--- src/rtl/mul8_seq.sv ---
// Sequential 8x8 shift-and-add multiplier built around one add8 adder/subtractor.
// Define MUL8_SEQ_SIGNED_EN for two's-complement signed operands (unsigned otherwise).

module add8 (
    input  logic [7:0] a,
    input  logic [7:0] b,
    input  logic       cin,
    input  logic       sub,
    output logic [7:0] s,
    output logic       cout
);
    // Subtract as a + ~b + 1; cin is inverted so it acts as a borrow-in.
    assign {cout, s} = {1'b0, a} + {1'b0, b ^ {8{sub}}} + {8'b0, cin ^ sub};
endmodule

module mul8_seq (
    input  logic        clk,
    input  logic        rst_n,
    input  logic        start,
    input  logic [7:0]  a,
    input  logic [7:0]  b,
    output logic        busy,
    output logic        done,
    output logic [15:0] p
);
    typedef enum logic [1:0] {IDLE, RUN, FIN} state_t;

    state_t      state;
    logic [7:0]  mcand;
    logic [16:0] acc;
    logic [2:0]  cnt;
    logic [7:0]  sum;
    logic        cout;
    logic        sub_step;
    logic [8:0]  hi_new;
    logic        fill;
    logic [16:0] acc_nxt;

`ifdef MUL8_SEQ_SIGNED_EN
    assign sub_step = (cnt == 3'd7);
`else
    assign sub_step = 1'b0;
`endif

    add8 u_add (
        .a    (acc[15:8]),
        .b    (mcand),
        .cin  (1'b0),
        .sub  (sub_step),
        .s    (sum),
        .cout (cout)
    );

    always_comb begin
        hi_new = acc[16:8];
        fill   = 1'b0;
`ifdef MUL8_SEQ_SIGNED_EN
        // 9th bit of the sign-extended sum; arithmetic shift keeps it.
        if (acc[0])
            hi_new = {acc[15] ^ mcand[7] ^ sub_step ^ cout, sum};
        fill = hi_new[8];
`else
        if (acc[0])
            hi_new = {cout, sum};
`endif
        acc_nxt = {fill, hi_new, acc[7:1]};
    end

    always_ff @(posedge clk) begin
        if (!rst_n) begin
            state <= IDLE;
            busy  <= 1'b0;
            done  <= 1'b0;
            p     <= 16'h0000;
            acc   <= 17'd0;
            cnt   <= 3'd0;
            mcand <= 8'd0;
        end else begin
            case (state)
                IDLE, FIN: begin
                    done <= 1'b0;
                    if (start) begin
                        mcand <= a;
                        acc   <= {9'b0, b};
                        cnt   <= 3'd0;
                        busy  <= 1'b1;
                        state <= RUN;
                    end else begin
                        state <= IDLE;
                    end
                end
                RUN: begin
                    acc <= acc_nxt;
                    cnt <= cnt + 3'd1;
                    if (cnt == 3'd7) begin
                        p     <= acc_nxt[15:0];
                        busy  <= 1'b0;
                        done  <= 1'b1;
                        state <= FIN;
                    end
                end
                default: begin
                    busy  <= 1'b0;
                    done  <= 1'b0;
                    state <= IDLE;
                end
            endcase
        end
    end
endmodule
--- config.mk ---
export PLATFORM = sky130hd
export DESIGN_NAME = mul8_seq
export DESIGN_NICKNAME = d
export VERILOG_FILES = /design/src/rtl/mul8_seq.sv
export SDC_FILE = /design/constraint.sdc
export NUM_CORES = 1
export LEC_CHECK = 0
export ABC_AREA = 1
export CORE_UTILIZATION = 59
export CTS_BUF_LIST = sky130_fd_sc_hd__clkbuf_8
export CTS_CLUSTER_DIAMETER = 60
export DETAILED_ROUTE_END_ITERATION = 10
export GPL_TIMING_DRIVEN = 0
export HOLD_SLACK_MARGIN = 0.12
export PLACE_DENSITY = 0.87
export SYNTH_ARGS = -nofsm -noshare
export SYNTH_HDL_FRONTEND = slang
export SYNTH_SLANG_ARGS = --single-unit
export TNS_END_PERCENT = 50
--- constraint.sdc ---
create_clock -name clk -period 2.82 [get_ports clk]
set_input_delay 0.564 -clock clk [delete_from_list [all_inputs] [get_ports clk]]
set_output_delay 0.564 -clock clk [all_outputs]
set_load 0.005 [all_outputs]
==> impl_metrics.tcl <==
set metrics [dict create \
    status "finished clean" \
    port_buffers 35 \
    slew_headroom_pct 71.25 \
    wire_per_inst_microns 12.64 \
    ys_ff_latch 47 \
    postCtsSetupBuffers 0 \
    seqPwrFrac_pct 55.2 \
    initialDrtViolationCount 123 \
    viasPerCell 5.410 \
    synth_top_family_by_area "simple AND/OR/NAND/NOR gates" \
    finish.net_count 371 \
    synth_cell_types 31 \
    synth-main-ff-cell "dfxtp_1" \
    grt_start_max_net_pins 14 \
    p_sw_mw 0.3438 \
    ys_warn_count 0 \
    synth_edf_count 0 \
    gr-usage-met3_pct 5.000 \
    fmax_mhz 563.0 \
    dieWidth_microns 64.32 \
    maxCapViolations 0 \
    worstPathMaxFanout 3 \
    synth_compound_area_share_pct 16.49 \
    netlist_instances 299 \
    crit_chain "ha_1, fa_1, nand2_1, nand2_1, nand3_1, nand2_1, o22ai_1, nand2_1, o21ai_2" \
    synth_top_area_cell "dfxtp_1" \
    initial_core_util_pct 62.11 \
    synth_most_common_cell "nand2_1" \
    met1_usage_pct 32.85 \
    grt_antenna_before_repair 0 \
    netlist.area_leader.share_pct 41.07 \
    synth-simple-area-share_pct 26.82 \
    r2r_cells 9 \
    intPower_mw 0.9315 \
    powerDensity_nw_per_um2 458.3 \
    hold_path.class "flop to flop" \
    syn_area_per_cell_sq_um 7.662 \
    grt_pass1_wl_mm 8.590 \
    gp_congestion 0.8113 \
    p_clk_share_pct 30.1 \
    synthTopCellsByCount "nand2_1 (60), dfxtp_1 (47), o21ai_0 (35), inv_1 (34), nor2_1 (32)" \
    synth-adder-area-share_pct 6.335 \
    die-area_sq_um 4136 \
    cp_data_arrival_time_ns 2.02 \
    crit_required_ns 3.06 \
    postRouteAntennaNets 0 \
    cts-htree-levels 2 \
    design_area_sq_um 2783 \
    busiest_layer "met2" \
    sw_frac_of_total_pct 26.96 \
    power_leakage_nw 1.275 \
    final.period_utilization_pct 62.99 \
    cpMaxStageDelayCell "fa_1" \
    cpMostUsedCell "nand2_1" \
    critPathKind "flop to flop" \
    finalSetupTns_ns 0 \
    dpl_cell_area_sq_um 2701 \
    synth_nets 329 \
    grt_use_total_pct 26.69 \
    cts_tree "yes" \
    clockRootBuffer "clkbuf_8" \
    clock_path_buffers 2 \
    clk_pin_slew_worst_paths_ns 0.08 \
    antenna_cells 0 \
    area_growth_pct 21.46 \
    end_kind "flop" \
    numCtsBuffers 5 \
    timing.rr.start "mcand[0]$_SDFFE_PN0P_" \
    final_max_slew_viol_count 0 \
    muxShareOfSynthArea_pct 0 \
    cp-endpoint "acc[11]$_SDFFE_PN0P_" \
    seq_area_frac_synth_pct 41.07 \
    io_pins 37 \
    cp-start-kind "flop" \
    max-vdd-ir-drop_v 0.0005602 \
    finalSetupViolations 0 \
    synth_xor_xnor_area_share_pct 0 \
    post_cts_resized 0 \
    holdBufCountCts 0 \
    grt_use_met2_pct 44.61 \
    synthArstFlopShare_pct 0 \
    grt_overflow 0 \
    drt_first_pass_iters 4 \
    cts.sinks 47 \
    r2r_setup_slack_ns 1.04 \
    fin_crit_ns 1.776 \
    pwr-share-comb_pct 14.7 \
    r2r-end "acc[11]$_SDFFE_PN0P_" \
    grt_pass1_vias 1953 \
    crit_path_start "mcand[0]$_SDFFE_PN0P_" \
    drive_above_1_share_pct 10.23 \
    rsz0062_at_grt "no" \
    routed_wl_mm 4.931 \
    finalHoldViolations 0 \
    core_sq_um 3689 \
    vias 2110 \
    tightestPinTransition_ns 0.4312 \
    core.rowCount 22 \
    syn_area_sq_um 2291 \
    clock_latency_ns 0.30 \
    dieHeight_microns 64.32 \
    drc 0 \
    max_stage_delay_ns 0.39 \
    dpl.hpwl_mm 3.707 \
    netlist_top_cells_area "dfxtp_1 (41%), nand2_1 (9.8%), o21ai_0 (7.6%)" \
    fin_skew_ns 0.003325 \
]
[power by group through the flow]
stage | Sequential [mW] | Clock (mW) | Combinational (mW)
finish | 0.704 | 0.384 | 0.187
floorplan | 0.715 | 0 | 0.131
global route | 0.707 | 0.409 | 0.210
global placement | 0.718 | 0 | 0.180
detailed placement | 0.719 | 0 | 0.185
CTS | 0.704 | 0.386 | 0.186
[cells by family after synthesis]
| group | count (synthesis) |
|---|---|
| AO/OA/AOI/OAI | 62 |
| buffers and inverters | 48 |
| AND/OR/NAND/NOR | 131 |
| adder cells (fa/ha/maj) | 11 |
| flip-flops | 47 |
[metrics by stage]
step / util (%) / cells / hold slack (ns) / total power, mW / setup slack [ns]
2_1_floorplan: - / 299 / 0.4292 / 0.8459 / 1.290
3_3_place_gp: 73.24 / 382 / 0.4476 / 0.8978 / 0.9137
3_5_place_dp: 73.24 / 382 / 0.4534 / 0.9038 / 0.9036
4_1_cts: 75.44 / 390 / 0.4651 / 1.276 / 1.081
5_1_grt: 75.44 / 390 / 0.4925 / 1.326 / 0.9126
6_report: 75.44 / 390 / 0.4655 / 1.275 / 1.044
[layout make-up]
class	count	area [sq um]
inverters	39	158.9
fillers	279	905.9
clock inverters	3	12.51
repair buffers	35	350.3
clock buffers	5	68.82
flip-flops and latches	47	940.9
multi-input cells	204	1137
plain buffers	9	53.80
well taps	48	60.06
[worst min-delay path by stage]
stage / from / end / slack, ns / cells past startpoint
6_report: state[0]$_SDFFE_PN0P_ / busy$_SDFFE_PN0P_ / 0.47 / 1
5_1_grt: state[0]$_SDFFE_PN0P_ / busy$_SDFFE_PN0P_ / 0.49 / 1
4_1_cts: state[0]$_SDFFE_PN0P_ / busy$_SDFFE_PN0P_ / 0.47 / 1
3_5_place_dp: state[0]$_SDFFE_PN0P_ / busy$_SDFFE_PN0P_ / 0.45 / 1
3_3_place_gp: cnt[0]$_SDFFE_PN0P_ / cnt[0]$_SDFFE_PN0P_ / 0.45 / 1
2_1_floorplan: cnt[0]$_SDFFE_PN0P_ / cnt[0]$_SDFFE_PN0P_ / 0.43 / 1
[layer usage]
metal	part of all wire, %	wire [microns]	up-vias
met3	4.2	209	14
met4	2.4	117	0
li1	-	-	1054
met1	45	2203	1001
met5	0	0	-
met2	49	2401	41
[worst max-delay path: cells and delay by family, from the launching register on]
kind / cells / cell delay [ns]
AO/OA/AOI/OAI: 2 / 0.36
AND/OR/NAND/NOR: 5 / 0.43
flip-flops: 1 / 0.32
adder cells (fa/ha/maj): 2 / 0.60
[registers in the layout (all words and copies together), names as in the netlist]
name and count:
acc 16, busy 1, cnt 3, done 1, mcand 8, p 16
state 2
[placed cells by master (no fill, tap or decap), drive strengths merged, types with 2 or more instances in the layout]
cell,count
o21ai,45
nand2,63
nor2,36
or2,2
o22ai,2
clkinv,2
a22o,2
a21oi,8
dfxtp,47
clkdlybuf4s50,35
buf,7
inv,40
clkbuf,7
ha,10
nand3,29
o21bai,2
Note: power is estimated with default switching activity, not from simulation.
